`config.mk`:
```
export PLATFORM = sky130hd
export DESIGN_NAME = alu_txn_driver
export DESIGN_NICKNAME = d
export VERILOG_FILES = /design/src/rtl/alu_txn_driver.sv
export SDC_FILE = /design/constraint.sdc
export NUM_CORES = 1
export LEC_CHECK = 0
export BUFFER_PORTS_ARGS = -buffer_cell sky130_fd_sc_hd__buf_2
export CAP_MARGIN = 20
export CORE_AREA = 2 2 83 85
export DETAILED_ROUTE_END_ITERATION = 6
export DIE_AREA = 0 0 85 87
export GPL_TIMING_DRIVEN = 0
export PLACE_DENSITY = 0.74
export SYNTH_ARGS = -nofsm -noshare
export SYNTH_HDL_FRONTEND = slang
export SYNTH_SLANG_ARGS = --single-unit
```
`constraint.sdc`:
```
create_clock -name clk -period 3.34 [get_ports clk]
set_input_delay 0.167 -clock clk [delete_from_list [all_inputs] [get_ports clk]]
set_output_delay 0.167 -clock clk [all_outputs]
set_load 0.02 [all_outputs]
```
`src/rtl/alu_txn_driver.sv`:
```
// ALU initiator: buffers commands, drives the registered ALU, returns checked results; one result per 3 cycles peak.
// Backpressure: cmd_ready drops when the FIFO is full; rsp_* hold while rsp_valid && !rsp_ready.
module alu_txn_driver #(
  parameter int DEPTH = 4,
  parameter int CNT_W = 8
) (
  input  logic             clk,
  input  logic             reset,
  input  logic             cmd_valid,
  output logic             cmd_ready,
  input  logic [1:0]       cmd_opcode,
  input  logic [3:0]       cmd_a,
  input  logic [3:0]       cmd_b,
  output logic [1:0]       alu_opcode,
  output logic [3:0]       alu_a,
  output logic [3:0]       alu_b,
  input  logic [4:0]       alu_c,
  output logic             rsp_valid,
  input  logic             rsp_ready,
  output logic [4:0]       rsp_data,
  output logic [1:0]       rsp_opcode,
  output logic             rsp_mismatch,
  output logic [CNT_W-1:0] err_count,
  output logic             busy
);

  localparam int AW = $clog2(DEPTH);

  typedef enum logic [1:0] {IDLE, DRIVE, CAPTURE, RESP} state_t;

  state_t      state, state_next;
  logic [9:0]  fifo_mem [DEPTH];
  logic [AW:0] wr_ptr, rd_ptr;
  logic        empty, full, push, pop;
  logic [9:0]  head;
  logic [4:0]  expected;
  logic        mismatch;

  function automatic logic [4:0] golden(input logic [1:0] op, input logic [3:0] a,
                                        input logic [3:0] b);
    logic [4:0] r;
    r = '0;
    case (op)
      2'b00:   r = {a[3], a} + {b[3], b};
      2'b01:   r = {a[3], a} - {b[3], b};
      2'b10:   r = ~{a[3], a};
      default: r = {4'b0000, |b};
    endcase
    return r;
  endfunction

  assign empty     = (wr_ptr == rd_ptr);
  assign full      = (wr_ptr[AW] != rd_ptr[AW]) && (wr_ptr[AW-1:0] == rd_ptr[AW-1:0]);
  assign cmd_ready = !reset && !full;
  assign push      = cmd_valid && cmd_ready;
  assign head      = fifo_mem[rd_ptr[AW-1:0]];
  assign mismatch  = (alu_c != expected);
  assign busy      = (state != IDLE) || !empty;

  // Storage carries no reset; occupancy is tracked solely by the pointers.
  always_ff @(posedge clk) begin
    if (push) fifo_mem[wr_ptr[AW-1:0]] <= {cmd_opcode, cmd_a, cmd_b};
  end

  always_ff @(posedge clk or posedge reset) begin
    if (reset) begin
      wr_ptr <= '0;
      rd_ptr <= '0;
      state  <= IDLE;
    end else begin
      if (push) wr_ptr <= wr_ptr + 1'b1;
      if (pop)  rd_ptr <= rd_ptr + 1'b1;
      state <= state_next;
    end
  end

  always_comb begin
    state_next = state;
    pop        = 1'b0;
    case (state)
      IDLE: begin
        if (!empty) begin
          pop        = 1'b1;
          state_next = DRIVE;
        end
      end
      DRIVE:   state_next = CAPTURE;
      CAPTURE: state_next = RESP;
      RESP: begin
        if (rsp_ready) begin
          if (!empty) begin
            pop        = 1'b1;
            state_next = DRIVE;
          end else begin
            state_next = IDLE;
          end
        end
      end
      default: state_next = IDLE;
    endcase
  end

  always_ff @(posedge clk or posedge reset) begin
    if (reset) begin
      alu_opcode   <= '0;
      alu_a        <= '0;
      alu_b        <= '0;
      expected     <= '0;
      rsp_valid    <= 1'b0;
      rsp_data     <= '0;
      rsp_opcode   <= '0;
      rsp_mismatch <= 1'b0;
      err_count    <= '0;
    end else begin
      if (pop) begin
        alu_opcode <= head[9:8];
        alu_a      <= head[7:4];
        alu_b      <= head[3:0];
        expected   <= golden(head[9:8], head[7:4], head[3:0]);
      end
      if (state == CAPTURE) begin
        rsp_data     <= alu_c;
        rsp_opcode   <= alu_opcode;
        rsp_mismatch <= mismatch;
        rsp_valid    <= 1'b1;
        if (mismatch && (err_count != {CNT_W{1'b1}})) err_count <= err_count + CNT_W'(1);
      end else if (state == RESP && rsp_ready) begin
        rsp_valid <= 1'b0;
      end
    end
  end

endmodule
```
== Word level (Yosys, flattened, before mapping) ==
Memory sizes are Yosys's and may differ from the RTL's.
Index checks and enable logic that the tools add are counted.

* Bits in registers: 40
* Bits in latches: 0
* RAM bits: 40
* ROM bits: 0
* Input port bits: 19
* Output and inout bits: 29
* Logic and storage cells: 59
* Memories: 1

* $add $sub $neg: 5
* $mul: 0
* Div/mod/pow operators: 0
* Order comparisons: 0
* Equal/unequal tests: 12
* Shift operators: 0
* Multiplexer cells: 12
* Bitwise logic cells: 1
* Reductions and logical operators: 16

{| class="wikitable"
|+ Memory list
! name !! depth !! width !! rd ports !! clocked after memory_dff !! write ports !! RTL line !! source
|-
| fifo_mem || 4 || 10 || 1 || 0 || 1 || 32 || <nowiki>logic [9:0] fifo_mem [DEPTH];</nowiki>
|}

{| class="wikitable"
|+ Operator list
! kind !! number
|-
| $pmux W5 S3 || 1
|-
| $add A8 B1 Y8 const B || 1
|-
| $ne A8 B8 Y1 const B || 1
|-
| $pmux W2 S4 || 1
|-
| $mux W1 || 7
|-
| $add A3 B1 Y3 const B || 2
|-
| $eq A2 B2 Y1 const B || 3
|-
| $add A4 B4 Y5 || 1
|-
| $logic_and A1 B1 Y1 || 5
|-
| $ne A5 B5 Y1 || 1
|-
| $not A5 Y5 || 1
|-
| $sub A4 B4 Y5 || 1
|-
| $eq A2 B1 Y1 const B || 2
|-
| $logic_not A2 Y1 || 2
|-
| $mux W2 || 2
|-
| $ne A2 B2 Y1 const B || 2
|-
| $reduce_and A2 Y1 || 2
|-
| $reduce_bool A2 Y1 || 2
|-
| $reduce_or A4 Y1 || 1
|-
| $eq A3 B3 Y1 || 1
|-
| $logic_not A1 Y1 || 3
|-
| $eq A2 B2 Y1 || 1
|-
| $pmux W1 S2 || 1
|-
| $logic_or A1 B1 Y1 || 1
|-
| $ne A1 B1 Y1 || 1
|}

== Longest topological paths before layout ==
Gate-level depths: netlist of run 1.

* Depth in word-level cells: 7
* Gate-level depth with buffers: 13
* Mapped depth without buffers: 11

== Least setup slack after synthesis of run 1 ==
OpenSTA, ideal clock, no wires.

* Kind: reg2reg
* Start point: reg rd_ptr[0]
* End point: reg expected[3]
* Library setup time: 0.127 ns
* Arrival: 2.718 ns
* Required time: 3.213 ns
* Path slack: 0.495 ns
* Stages on the path, launching flop included: 13
* Path buffers: 2
* Period minus slack after synthesis: 2.845 ns
* Cells stage by stage: dfrtp_1 -> buf_6 -> buf_6 -> mux4_2 -> inv_1 -> ha_1 -> mux2i_1 -> ha_1 -> nor2b_1 -> o21a_1 -> or3_1 -> a31oi_1 -> a21oi_1

* Elaborated cells between the ends (all ways): 12
* Classes of those cells: 2 x add/sub; 3 x eq/ne; 4 x mux; 1 x bitwise; 1 x reduce/logical; 1 x memory

{| class="wikitable"
|+ RTL lines
! what !! RTL line !! source
|-
| from (decl) || 33 || <nowiki>logic [AW:0] wr_ptr, rd_ptr;</nowiki>
|-
| from (signal assigned) || 72 || <nowiki>if (pop) rd_ptr <= rd_ptr + 1'b1;</nowiki>
|-
| $mem_v2 Z4 W10 (*) || - ||
|-
| via head[0] || 35 || <nowiki>logic [9:0] head;</nowiki>
|-
| $sub A4 B4 Y5 / $add A4 B4 Y5 (equally long branches) || 45, 44 ||
|-
| $pmux W5 S3 (*) || 43 || <nowiki>case (op)</nowiki>
|-
| to (signal assigned) || 119 || <nowiki>expected <= golden(head[9:8], head[7:4], head[3:0]);</nowiki>
|-
| to (decl) || 36 || <nowiki>logic [4:0] expected;</nowiki>
|}

The timed path passes the listed nets; every way through them passes the cells marked *.
A chain may end at the register's enable or synchronous reset.

== Worst setup path in the final report of run 1 ==
Same ends and word-level chain as after synthesis.

==> results.json, run 1 <==
{
  "status": "finished, violations left",
  "violations": "hold timing",
  "rrSetupSlack_ns": 0.24,
  "clkTransAtPathRegs_ns": 0.08,
  "die_area_sq_um": 7400,
  "diodes": 0,
  "hold_class": "input port to async pin",
  "routedWlPerCell_um": 14.9,
  "tightest_slew_ns": 0.842,
  "crit_buf_inv": 3,
  "clk_latency_ns": 0.35,
  "pre_cts_ws_ns": 0.257,
  "drt-pass1-iter-count": 4,
  "cts_max_level": 3,
  "multiInputGateArea_sq_um": 1320,
  "regArea_sq_um": 2200,
  "intPower_mw": 2.78,
  "initial_utilization_pct": 55.0,
  "netSwitchingFraction_pct": 37.2,
  "rows": 30,
  "path_cells": "buf_6 > buf_6 > mux4_2 > inv_1 > ha_1 > mux2i_1 > ha_1 > nor2b_1 > o21a_1 > or3_1 > a31oi_1 > a21oi_1",
  "ys_types": 40,
  "total_leakage_power_nw": 1.72,
  "via_per_inst": 5.37,
  "placed_cells_incl_taps": 371,
  "period_share_pct": 92.7,
  "crit_family": "multiplexers",
  "grt_max_degree": 42,
  "dieHeight_um": 87,
  "setup_viol": 0,
  "final_area_sq_um": 4170,
  "worstPathArrival_ns": 3.33,
  "grt_pass1_wl_um": 9520,
  "synth_warnings": 0,
  "p_comb_share_pct": 48.2,
  "hold_viol_final": 40,
  "worstReg2RegStart": "rd_ptr[0]",
  "mostFrequentLayoutCells": "49 x buf_2, 40 x dfrtp_1, 40 x edfxtp_1, 19 x mux2_2, 17 x xnor2_1",
  "ys_seq_area_share_pct": 61.0,
  "fp.dieW_um": 85,
  "pwr-share-seq_pct": 34.3,
  "drc": 0,
  "slew_headroom_pct": 43.8,
  "setup_tns_ns": 0,
  "layout_commonest_cell": "buf_2",
  "gp_congestion": 0.762,
  "postCtsHoldBufs": 0,
  "layoutNonFillerInstCount": 387,
  "power_frac_clock_pct": 17.5,
  "r2r_cells": 12,
  "syn_avg_cell_area_sq_um": 14.8,
  "irDropWorstVdd_uv": 452,
  "rsz0062_at_grt": "false",
  "antenna_found_initial": 0,
  "port_buffers": 47,
  "post_cts_buffers": 0,
  "crit_start": "rd_ptr[0]",
  "crit_slowest_cell": "mux4_2",
  "syn_area_sq_um": 3610,
  "skew_ns": 0.0101,
  "crit_fanout": 10,
  "cts_tree": "built",
  "max_freq_ghz": 0.323,
  "vias": 2077,
  "timing.final.ws_setup_ns": 0.244,
  "final_max_slew_viol_count": 0,
  "power_density_nw_per_um2": 1060,
  "post_cts_resized": 0,
  "grt_pass1_vias": 2030,
  "power.total_mw": 4.42,
  "r2r-end": "expected[3]",
  "fillers": 499,
  "area_growth_pct": 15.4,
  "maxCapViolations": 0,
  "min_period_ns": 3.10,
  "hold_slack_ns": -0.0212,
  "final_util_pct": 63.5,
  "postSynthCellCount": 244,
  "drt_wl_total_um": 5750,
  "drt_iter0_markers": 81,
  "overflow": 0,
  "grt_usage_pct": 17.2,
  "ys_ff_latch": 80,
  "cp.required_ns": 3.57,
  "crit_type": "flop to flop",
  "endpoint_kind": "flop",
  "dp_hpwl_um": 4040,
  "final_nets": 337,
  "core-area_sq_um": 6570,
  "syn_nets": 279,
  "ant_nets": 0,
  "clk_path_buf_depth": 2,
  "p_sw_mw": 1.65,
  "clock-sinks": 80,
  "slowest_delay_ns": 0.57,
  "drive_gt1_share_pct": 31.9,
  "crit_path_start_kind": "flop",
  "post_dp_cell_area_sq_um": 3950,
  "ioPinCount": 48,
  "numCtsBuffers": 9,
  "root_buffer": "clkbuf_8"
}
## cell usage after synthesis
cell type	number	area share (%)
o21ai_1	1	0.14
fa_1	1	0.55
mux2i_1	5	1.4
buf_4	1	0.21
nor3_1	4	0.55
and3_1	6	1.0
dfrtp_1	40	28
mux4_1	1	0.73
ha_1	15	5.2
nand2_1	8	0.83
a32oi_1	1	0.24
inv_1	11	1.1
a31oi_1	1	0.17
nor2_1	11	1.1
or3_1	1	0.17
edfxtp_1	40	33
nor2b_4	1	0.38
o31a_1	1	0.24
mux2_2	19	5.9
a21o_1	2	0.42
and4_1	1	0.24
nand3_1	2	0.28
o311a_1	1	0.28
a221oi_1	1	0.24
o21a_1	1	0.21
xnor2_1	17	4.1
nand4_1	4	0.69
nor3b_2	1	0.35
a21oi_1	11	1.5
nor2b_1	3	0.52
nand2b_1	1	0.17
buf_6	2	0.62
mux4_2	9	5.6
nor3_2	1	0.28
clkbuf_1	2	0.21
and2_1	2	0.35
buf_2	2	0.28
o31ai_1	1	0.21
o21ai_0	5	0.69
xor2_1	7	1.7
## worst max path at each step
stage,endpoint,slack [ns],cells after the start
after floorplan,expected[3],0.50,12
after global placement,expected[3],0.27,12
after detailed placement,expected[3],0.26,12
after CTS,expected[3],0.21,12
after global routing,expected[3],0.04,12
final,expected[3],0.24,12
## logic make-up (layout without fill, tap and decap cells)
| kind of cell | Yosys count | count (layout) | synth area share (%) |
|---|---|---|---|
| mux | 34 | 34 | 13.6 |
| compound gates | 26 | 26 | 4.36 |
| flops | 80 | 80 | 61.0 |
| xor+xnor | 24 | 24 | 5.82 |
| fa+ha+maj | 16 | 16 | 5.75 |
| simple gates | 46 | 46 | 7.00 |
| buf+inv | 18 | 81 | 2.46 |
## area by class of cell
type | instances | area share [%]
inverter | 11 | 0.990
sequential | 80 | 52.8
clock inverter | 5 | 1.92
tap | 80 | 2.40
timing repair buffer | 47 | 5.64
buffer | 7 | 1.14
clock buffer | 11 | 3.39
multi-input combinational | 146 | 31.7
## sequential cells by signal, indices dropped and copies added, names as in the netlist, 3 cells and up
register and flops:
rd_ptr 3, alu_a 4, rsp_data 5, wr_ptr 3
expected 5, fifo_mem 40, err_count 8, alu_b 4
## worst register-to-register path: stages (launching register included)
cell and delay, ns:
dfrtp_1 0.38, buf_6 0.14, buf_6 0.17, mux4_2 0.58, inv_1 0.09, ha_1 0.22
mux2i_1 0.25, ha_1 0.29, nor2b_1 0.13, o21a_1 0.17, or3_1 0.30, a31oi_1 0.17
a21oi_1 0.08
## power groups by stage
stage | combinational [mW] | clock [mW] | sequential [mW]
floorplan | 1.51 | 0 | 1.69
global placement | 2.11 | 0 | 1.54
detailed placement | 2.14 | 0 | 1.54
CTS | 2.16 | 0.794 | 1.52
global route | 2.38 | 0.832 | 1.56
finish | 2.13 | 0.774 | 1.52
## routing by layer
metal	up-vias	track usage (%)	wire (um)
met1	1009	21.3	2550
met4	0	6.93	103
met3	10	5.21	269
met2	49	28.4	2830
li1	1009	-	-
met5	-	0	0
Note: power is estimated with default switching activity, not from simulation.
==> inputs of run 2 (changes only) <==
CTS_BUF_LIST = sky130_fd_sc_hd__clkbuf_16   (was default)
==> run 2 against run 1 <==
Compared with the run above: the run now ends clean; clock skew shrank 0.0032 ns; first-iteration DRC count grew 25%; worst setup slack is essentially flat; clock-buffer cell count shrank 2; die area is the same; core utilization grew 1.4 points; global-route usage grew 0.13 points; critical path depth is the same; largest power group unchanged; sequential share of layout area shrank 1.1 points; wire length grew 0.38%; final cell count is the same; critical path type unchanged.
==> results.json, run 2 (synthesized netlist as in run 1, its figures left out) <==
{
  "clkTransAtPathRegs_ns": 0.06,
  "final_max_slew_viol_count": 0,
  "final_nets": 337,
  "crit_fanout": 10,
  "rrSetupSlack_ns": 0.24,
  "final_util_pct": 64.9,
  "die_area_sq_um": 7400,
  "multiInputGateArea_sq_um": 1320,
  "drt-pass1-iter-count": 4,
  "drt_iter0_markers": 101,
  "dieHeight_um": 87,
  "r2r-end": "expected[3]",
  "cp.required_ns": 3.54,
  "status": "finished, final reports clean",
  "diodes": 0,
  "cts_tree": "built",
  "hold_slack_ns": 0.00543,
  "slew_headroom_pct": 44.1,
  "layoutNonFillerInstCount": 387,
  "layout_commonest_cell": "buf_2",
  "dp_hpwl_um": 4040,
  "power_density_nw_per_um2": 1090,
  "core-area_sq_um": 6570,
  "grt_pass1_vias": 2032,
  "overflow": 0,
  "initial_utilization_pct": 55.0,
  "hold_viol_final": 0,
  "clk_latency_ns": 0.33,
  "tightest_slew_ns": 0.837,
  "numCtsBuffers": 9,
  "endpoint_kind": "flop",
  "drc": 0,
  "clk_path_buf_depth": 2,
  "root_buffer": "clkbuf_16",
  "routedWlPerCell_um": 14.9,
  "crit_path_start_kind": "flop",
  "fp.dieW_um": 85,
  "path_cells": "buf_6 > buf_6 > mux4_2 > inv_1 > ha_1 > mux2i_1 > ha_1 > nor2b_1 > o21a_1 > or3_1 > a31oi_1 > a21oi_1",
  "mostFrequentLayoutCells": "49 x buf_2, 40 x dfrtp_1, 40 x edfxtp_1, 19 x mux2_2, 17 x xnor2_1",
  "setup_viol": 0,
  "worstPathArrival_ns": 3.30,
  "pre_cts_ws_ns": 0.257,
  "placed_cells_incl_taps": 371,
  "min_period_ns": 3.10,
  "grt_pass1_wl_um": 9650,
  "timing.final.ws_setup_ns": 0.245,
  "irDropWorstVdd_uv": 511,
  "crit_slowest_cell": "mux4_2",
  "largest_register_ffs": 40,
  "rows": 30,
  "worstReg2RegStart": "rd_ptr[0]",
  "port_buffers": 47,
  "maxCapViolations": 0,
  "grt_usage_pct": 17.3,
  "ioPinCount": 48,
  "regArea_sq_um": 2200,
  "period_share_pct": 92.7,
  "clock-sinks": 80,
  "postCtsHoldBufs": 0,
  "drt_wl_total_um": 5770,
  "max_freq_ghz": 0.323,
  "fillers": 484,
  "post_cts_buffers": 0,
  "crit_type": "flop to flop",
  "setup_tns_ns": 0,
  "vias": 2071,
  "area_growth_pct": 17.9,
  "drive_gt1_share_pct": 31.6,
  "gp_congestion": 0.762,
  "slowest_delay_ns": 0.57,
  "grt_max_degree": 42,
  "via_per_inst": 5.35,
  "rsz0062_at_grt": "false",
  "cts_max_level": 3,
  "antenna_found_initial": 0,
  "r2r_cells": 12,
  "total_leakage_power_nw": 1.77,
  "ant_nets": 0,
  "skew_ns": 0.00693,
  "hold_class": "input port to async pin",
  "post_cts_resized": 0
}
-- run 2: worst max-delay path: cells and delay by family (launching register included) --
| kind | cells | cell delay [ns] |
|---|---|---|
| multiplexers | 2 | 0.82 |
| adder cells (fa/ha/maj) | 2 | 0.51 |
| AND/OR/NAND/NOR | 2 | 0.43 |
| AO/OA/AOI/OAI | 3 | 0.42 |
| buffers and inverters | 3 | 0.41 |
| flip-flops | 1 | 0.38 |
-- run 2: how the worst max path moves through the flow --
stage                         start           to  slack [ns]  depth (start not counted)
final                     rd_ptr[0]  expected[3]        0.24                         12
after CTS                 rd_ptr[0]  expected[3]        0.22                         12
after global routing      rd_ptr[0]  expected[3]        0.04                         12
after global placement    rd_ptr[0]  expected[3]        0.27                         12
after floorplan           rd_ptr[0]  expected[3]        0.50                         12
after detailed placement  rd_ptr[0]  expected[3]        0.26                         12
-- run 2: cell type report --
cell class | instances | area share, %
Tap cell | 80 | 2.35
Timing Repair Buffer | 47 | 5.52
Multi-Input combinational cell | 146 | 31.0
Clock buffer | 9 | 5.29
Inverter | 11 | 0.969
Buffer | 7 | 1.12
Clock inverter | 7 | 2.06
Sequential cell | 80 | 51.7
-- run 2: layer usage --
metal,vias up,part of all wire [%],global-route usage (%),wire (um)
li1,1010,-,-,-
met1,1010,45,22.1,2570
met2,44,50,28.3,2870
met3,7,4.4,4.64,253
met4,0,1.3,6.93,76
met5,-,0,0,0
-- run 2: through the flow --
| stage | power (mW) | instance area, sq um |
|---|---|---|
| 5_1_grt | 5.01 | 4260 |
| 3_3_place_gp | 3.64 | 3950 |
| 4_1_cts | 4.71 | 4260 |
| 2_1_floorplan | 3.20 | 3610 |
| 3_5_place_dp | 3.69 | 3950 |
| 6_report | 4.66 | 4260 |
-- run 2: power by group --
part | switching (mW) | internal [mW] | leakage (nW) | total, mW
Combinational | 1.14 | 0.996 | 0.776 | 2.13
Sequential | 0.181 | 1.34 | 0.838 | 1.52
Clock | 0.361 | 0.648 | 0.152 | 1.01
